File: src/rtl/step_issue_ctrl.sv
// step_issue_ctrl: config/run/drain sequencer driving skewed per-lane valid/last/user.
// Optional stall counter port perf_stall_cnt when STEP_ISSUE_PERF_EN is defined.
module step_issue_ctrl #(
  parameter int STEPS             = 4,
  parameter int ACCUMULATOR_DELAY = 4,
  parameter int TUSER_WIDTH       = 8,
  parameter int BEATS_W           = 16
) (
  input  logic                           aclk,
  input  logic                           areset,
  input  logic                           aclken,
  input  logic                           cfg_valid,
  output logic                           cfg_ready,
  input  logic                           cfg_is_1x1,
  input  logic [BEATS_W-1:0]             cfg_beats,
  input  logic                           in_valid,
  output logic                           in_ready,
  output logic [STEPS-1:0]               lane_valid,
  output logic [STEPS-1:0]               lane_last,
  output logic [STEPS*TUSER_WIDTH-1:0]   lane_user,
  output logic                           is_1x1,
  output logic                           busy,
  output logic                           done
`ifdef STEP_ISSUE_PERF_EN
  ,
  output logic [31:0]                    perf_stall_cnt
`endif
);

  // Drain covers lane skew plus the accumulator fill for the block's mode.
  localparam int F_3X3 = (STEPS-1)*(ACCUMULATOR_DELAY-2) + 1;
  localparam int D_3X3 = (STEPS-1) + F_3X3;
  localparam int D_1X1 = (STEPS-1) + 1;
  localparam int DW    = $clog2(D_3X3 + 1);

  // Counter holds remaining drain cycles minus one, so 0 means last one.
  localparam logic [DW-1:0] DRN_3X3 = DW'(D_3X3 - 1);
  localparam logic [DW-1:0] DRN_1X1 = DW'(D_1X1 - 1);

  localparam logic [1:0] S_IDLE  = 2'd0;
  localparam logic [1:0] S_RUN   = 2'd1;
  localparam logic [1:0] S_DRAIN = 2'd2;
  localparam logic [1:0] S_DONE  = 2'd3;

  logic [1:0]         state_q, state_d;
  logic [BEATS_W-1:0] beats_q, beats_d;
  logic [BEATS_W-1:0] cnt_q, cnt_d;
  logic [DW-1:0]      drn_q, drn_d;
  logic               mode_q, mode_d;

  logic [STEPS-1:0]                  vld_q, vld_d;
  logic [STEPS-1:0]                  lst_q, lst_d;
  logic [STEPS-1:0][TUSER_WIDTH-1:0] usr_q, usr_d;

  logic                   cfg_fire;
  logic                   beat_fire;
  logic                   beat_last;
  logic                   beat_first;
  logic [TUSER_WIDTH-1:0] u0;

  assign cfg_ready  = aclken & (state_q == S_IDLE);
  assign in_ready   = aclken & (state_q == S_RUN);
  assign cfg_fire   = cfg_valid & cfg_ready;
  assign beat_fire  = in_valid & in_ready;
  assign beat_last  = (cnt_q == beats_q - 1'b1);
  assign beat_first = (cnt_q == '0);

  assign lane_valid = vld_q;
  assign lane_last  = lst_q;
  assign lane_user  = usr_q;
  assign is_1x1     = mode_q;
  assign busy       = (state_q != S_IDLE);
  assign done       = (state_q == S_DONE);

  // Lane 0 user word: first-beat flag and mode, qualified by the beat.
  always_comb begin
    u0    = '0;
    u0[0] = beat_fire & beat_first;
    u0[1] = beat_fire & mode_q;
  end

  // Block sequencing: config latch, beat counting, drain countdown.
  always_comb begin
    state_d = state_q;
    beats_d = beats_q;
    cnt_d   = cnt_q;
    drn_d   = drn_q;
    mode_d  = mode_q;
    unique case (state_q)
      S_IDLE: begin
        if (cfg_fire) begin
          state_d = S_RUN;
          mode_d  = cfg_is_1x1;
          beats_d = (cfg_beats == '0) ? BEATS_W'(1) : cfg_beats;
          cnt_d   = '0;
        end
      end
      S_RUN: begin
        if (beat_fire) begin
          if (beat_last) begin
            state_d = S_DRAIN;
            drn_d   = mode_q ? DRN_1X1 : DRN_3X3;
          end else begin
            cnt_d = cnt_q + 1'b1;
          end
        end
      end
      S_DRAIN: begin
        if (drn_q == '0) begin
          state_d = S_DONE;
        end else begin
          drn_d = drn_q - 1'b1;
        end
      end
      S_DONE: begin
        state_d = S_IDLE;
      end
      default: begin
        state_d = S_IDLE;
      end
    endcase
  end

  // Skew chain: lane 0 takes the new beat, lane i takes lane i-1.
  always_comb begin
    vld_d = {vld_q[STEPS-2:0], beat_fire};
    lst_d = {lst_q[STEPS-2:0], beat_fire & beat_last};
    usr_d = {usr_q[STEPS-2:0], u0};
  end

  // Control state registers, frozen while the clock enable is low.
  always_ff @(posedge aclk) begin
    if (areset) begin
      state_q <= S_IDLE;
      beats_q <= BEATS_W'(1);
      cnt_q   <= '0;
      drn_q   <= '0;
      mode_q  <= 1'b0;
    end else if (aclken) begin
      state_q <= state_d;
      beats_q <= beats_d;
      cnt_q   <= cnt_d;
      drn_q   <= drn_d;
      mode_q  <= mode_d;
    end
  end

  // Lane shift chain registers, frozen while the clock enable is low.
  always_ff @(posedge aclk) begin
    if (areset) begin
      vld_q <= '0;
      lst_q <= '0;
      usr_q <= '0;
    end else if (aclken) begin
      vld_q <= vld_d;
      lst_q <= lst_d;
      usr_q <= usr_d;
    end
  end

`ifdef STEP_ISSUE_PERF_EN
  logic [31:0] stall_q;

  assign perf_stall_cnt = stall_q;

  // Saturating count of enabled RUN cycles with no upstream beat.
  always_ff @(posedge aclk) begin
    if (areset) begin
      stall_q <= '0;
    end else if (aclken) begin
      if (cfg_fire) begin
        stall_q <= '0;
      end else if (state_q == S_RUN && !in_valid && stall_q != '1) begin
        stall_q <= stall_q + 1'b1;
      end
    end
  end
`endif

endmodule

File: config.mk
export PLATFORM = sky130hd
export DESIGN_NAME = step_issue_ctrl
export DESIGN_NICKNAME = d
export VERILOG_FILES = /design/src/rtl/step_issue_ctrl.sv
export SDC_FILE = /design/constraint.sdc
export NUM_CORES = 1
export LEC_CHECK = 0
export CAP_MARGIN = 20
export CELL_PAD_IN_SITES_DETAIL_PLACEMENT = 0
export CELL_PAD_IN_SITES_GLOBAL_PLACEMENT = 2
export CORE_ASPECT_RATIO = 1.1
export CORE_MARGIN = 2
export CORE_UTILIZATION = 32
export CTS_CLUSTER_DIAMETER = 80
export CTS_CLUSTER_SIZE = 28
export DETAILED_ROUTE_END_ITERATION = 6
export PLACE_DENSITY_LB_ADDON = 0.1
export SETUP_SLACK_MARGIN = 0.02
export SYNTH_ARGS = -nofsm -noshare
export SYNTH_HDL_FRONTEND = slang
export SYNTH_SLANG_ARGS = --single-unit
File: constraint.sdc
create_clock -name aclk -period 8.2 [get_ports aclk]
set_clock_uncertainty 0.05 [all_clocks]
set_input_delay 2.46 -clock aclk [delete_from_list [all_inputs] [get_ports aclk]]
set_output_delay 2.46 -clock aclk [all_outputs]
set_load 0.05 [all_outputs]
Yosys cells after proc, flatten, opt, wreduce, memory -nomap -nowiden
Index checks and enable logic that the tools add are counted.

storage, ports and cells
  bits of input ports = 22
  word-level logic and storage cells = 57
  output and inout bits = 45
  bits in read-only memories = 0
  memories = 0
  bits in latches = 0
  flip-flop bits (word level) = 55
  memory bits (writable) = 0

cells by class
  multiply operators = 0
  reduce and logical (&&, ||, !) cells = 11
  bitwise operators = 7
  eq/ne operators = 10
  add/subtract/negate cells = 3
  div/mod/pow operators = 0
  multiplexer cells = 15
  shift operators = 0
  $lt $le $gt $ge = 0

operators by type and width
  operator               number
  $mux 16                4
  $logic_not 16->1       2
  $pmux 16 s2            1
  $add 16x1->16 const B  1
  $eq 16x16->1           1
  $mux 4                 4
  $sub 16x1->16 const B  1
  $reduce_and 5->1       3
  $ne 2x2->1 const B     6
  $mux 2                 4
  $pmux 2 s4             1
  $pmux 4 s2             1
  $and 1x1->1            7
  $reduce_bool 2->1      3
  $eq 2x2->1 const B     2
  $logic_not 4->1        1
  $sub 4x1->4 const B    1
  $reduce_and 3->1       1
  $eq 2x1->1 const B     1
  $logic_not 2->1        1

Logic depth before layout (Yosys ltp)
  depth in word-level cells = 5
  depth in mapped cells = 11
  mapped depth without buffers = 10

Least setup slack after synthesis
Ideal clock, no wire load.

  path type = input port to output port
  start point = in aclken
  end point = out cfg_ready
  data required time = 5.690 ns
  cell stages on the path = 3
  data arrival time = 3.609 ns
  slack = 2.081 ns
  path through = clkbuf_1 -> inv_1 -> nor2_1

between the ends
  cells in the longest elaborated chain, start to end = 1

ends and longest elaborated chain
  element      line  text
  from (decl)  11    input logic aclken,
  $and 1x1->1  61    assign cfg_ready = aclken & (state_q == S_IDLE);
  to (decl)    13    output logic cfg_ready,

Every way passes these cells.

Worst setup path in the final report
Same ends and word-level chain as after synthesis.

==> impl_metrics.py <==
metrics = {
    "status": {
        "outcome": "finished, final reports clean",
    },
    "yosys": {
        "ys_seq_elements": 55,
        "yosysSeqAreaShare_pct": 33.4,
        "syn_avg_cell_area_um2": 8.03,
        "ys_types": 53,
        "netlist_area_um2": 3300,
        "ys.flop_type": "dfxtp_1",
        "synth_enable_flop_cells": 0,
        "yosysWarnings": 0,
        "ys_async_sr_fraction_pct": 0,
        "synthCells": 411,
    },
    "worst_setup_path": {
        "worst-setup-path-type": "in -> out",
        "path_cells": "clkdlybuf4s50_1 > buf_4 > inv_1 > nor2_1 > clkdlybuf4s50_1",
        "slowest_delay_ns": 0.83,
        "arrival_ns": 4.37,
        "path_common_cell": "clkdlybuf4s50_1",
        "r2r_slack_ns": 4.67,
        "cp-start-kind": "input pin",
        "cpMaxStageDelayCell": "clkdlybuf4s50_1",
        "worstPathMaxFanout": 18,
        "critPathRequiredTime_ns": 5.69,
        "cp-end-kind": "primary output",
    },
    "power_and_ir_drop": {
        "p_sw_share_pct": 35.6,
        "pwr-share-seq_pct": 47.0,
        "power.leakage_nw": 1.46,
        "ir_drop_mv": 0.0668,
        "clockPowerShare_pct": 26.5,
        "comb_power_share_pct": 26.5,
        "powerDensity_nw_per_um2": 161,
        "p_switching_mw": 0.218,
        "p_int_mw": 0.395,
    },
    "timing": {
        "timing.final.crit_period_ns": 6.88,
        "max_freq_mhz": 145,
        "setup_viol": 0,
        "period_share_pct": 83.9,
        "rsz0062_at_grt": "false",
        "tns_ns": 0,
        "worst_pin_slew_ns": 0.684,
        "drv_slew": 0,
        "slew_headroom_pct": 54.3,
        "hold_violations": 0,
    },
    "routing": {
        "antenna_left": 0,
        "via_count": 2799,
        "drt-total-wl_um": 8290,
        "via_per_inst": 4.97,
        "dr.pass1.iters": 4,
        "post-route-drc-count": 0,
        "drt_first_iter_violations": 77,
        "wire_per_inst_um": 14.7,
    },
    "global_routing": {
        "globalRouteMet2Util_pct": 25.7,
        "busiest_layer": "met2",
        "antenna_found_initial": 0,
        "grt_use_met1_pct": 20.6,
        "grt_pass1_vias": 2782,
        "grt_pass1_wl_um": 14000,
        "grt_use_total_pct": 15.3,
        "grt.met3_usage_pct": 2.15,
        "grt_max_degree": 43,
        "overflow": 0,
    },
    "placed_design": {
        "port-buffer-count": 42,
        "dp_hpwl_um": 6280,
        "gp_congestion": 0.763,
    },
    "cts": {
        "clk_pin_slew_worst_paths_ns": 0.10,
        "cts_setup_buffers": 0,
        "cts_buffers": 5,
        "root_buffer": "clkbuf_8",
        "cts.sinks": 55,
        "htree_levels": 2,
        "cts_max_path_buffers": 2,
        "cts_tree": "done",
        "clk_latency_ns": 0.31,
        "ctsResizeCount": 0,
        "cts_hold_buf": 0,
    },
    "floorplanning": {
        "dieArea_um2": 11100,
        "initial_core_util_pct": 33.2,
        "ios": 67,
        "die_w_um": 101,
        "die_h_um": 110,
        "rows": 38,
        "core_um2": 9940,
    },
    "finish": {
        "layout_common_cells": "nand2_1 (57), dfxtp_1 (55), nor2_1 (45)",
        "drive_gt1_share_pct": 4.74,
        "nets": 473,
        "final_common_cell": "nand2_1",
        "n_fill_cell": 1071,
        "n_antenna_cell": 0,
        "area_growth_pct": 15.2,
        "post-route-util_pct": 38.3,
    },
    "min_path": {
        "hold_class": "reg -> reg",
    },
    "run": {
        "cap_violations": 0,
    },
}
per-stage QoR:
step | power (mW) | setup slack, ns | hold WS (ns) | cells | instance area, um2
6_report | 0.613 | 1.32 | 0.448 | 563 | 3800
5_1_grt | 0.652 | 1.22 | 0.476 | 563 | 3800
4_1_cts | 0.623 | 1.31 | 0.457 | 563 | 3800
3_5_place_dp | 0.457 | 1.32 | 0.433 | 555 | 3700
3_3_place_gp | 0.457 | 1.36 | 0.433 | 555 | 3700
2_1_floorplan | 0.422 | 2.08 | 0.400 | 434 | 3390
power groups by stage:
stage | sequential, mW | combinational [mW] | clock [mW]
2_1_floorplan | 0.293 | 0.129 | 0
3_3_place_gp | 0.295 | 0.163 | 0
3_5_place_dp | 0.294 | 0.162 | 0
4_1_cts | 0.288 | 0.163 | 0.171
5_1_grt | 0.290 | 0.179 | 0.182
6_report | 0.288 | 0.162 | 0.162
registers in the layout, indices dropped and copies added (netlist names):
register and flops:
drn_q 4, state_q 2, is_1x1 1, lane_last 4
beats_q 16, lane_user 8, cnt_q 16, lane_valid 4
Yosys cell counts (5+ instances only):
cell type  instances  share of area (%)
a21oi_1           27                4.1
and3_1             9                1.7
buf_4             27                6.1
clkbuf_1          14                1.6
dfxtp_1           55                 33
ha_1               9                3.4
inv_1             13                1.5
mux2i_1           22                6.7
nand2_1           57                6.5
nand2b_1           6                1.1
nand4_1            5               0.95
nand4b_1           5                1.3
nor2_1            45                5.1
nor3_1            12                1.8
nor3b_1            8                1.8
nor4_1             8                1.5
o21ai_0            8                1.2
xnor2_1           19                5.0
routing by layer:
| layer | part of all wire [%] | vias to the layer above |
|---|---|---|
| met3 | 2.4 | 5 |
| met2 | 50 | 45 |
| li1 | - | 1436 |
| met1 | 47 | 1313 |
| met5 | 0 | - |
| met4 | 0.57 | 0 |
area by class of cell:
class	count	area, um2	share of cell area, %
Clock buffer	5	68.8	1.81
Multi-Input combinational cell	322	1960	51.6
Tap cell	120	150	3.95
Timing Repair Buffer	45	443	11.7
Clock inverter	3	28.8	0.757
Sequential cell	55	1100	29.0
Inverter	13	48.8	1.28
path summary, 6_finish.rpt:
kind,from,to,cells after the start
min,beats_q[15]$_SDFFE_PP0P_,beats_q[15]$_SDFFE_PP0P_,2
max reg2reg,beats_q[3]$_SDFFE_PP0P_,drn_q[2]$_SDFFE_PP0P_,8
max,aclken,cfg_ready,5
min reg2reg,beats_q[15]$_SDFFE_PP0P_,beats_q[15]$_SDFFE_PP0P_,2
cells by family (layout without fill, tap and decap cells):
family                     Yosys count  count (layout)  share of synthesized area, %
buffers and inverters               57              66                          9.82
DFF                                 55              55                          33.4
xor gates and xnor gates            23              23                          6.11
adders and majority gates            9               9                          3.41
other                                1              24                         0.114
and+or+nand+nor                    182             182                          28.5
muxes                               22              22                          6.67
AOI/OAI and AO/OA                   62              62                          12.0
critical path, delay by kind of cell:
| family | cells | cell delay [ns] |
|---|---|---|
| and+or+nand+nor | 1 | 0.19 |
| buffers and inverters | 4 | 1.71 |
Power figures use the tool's default switching activity.
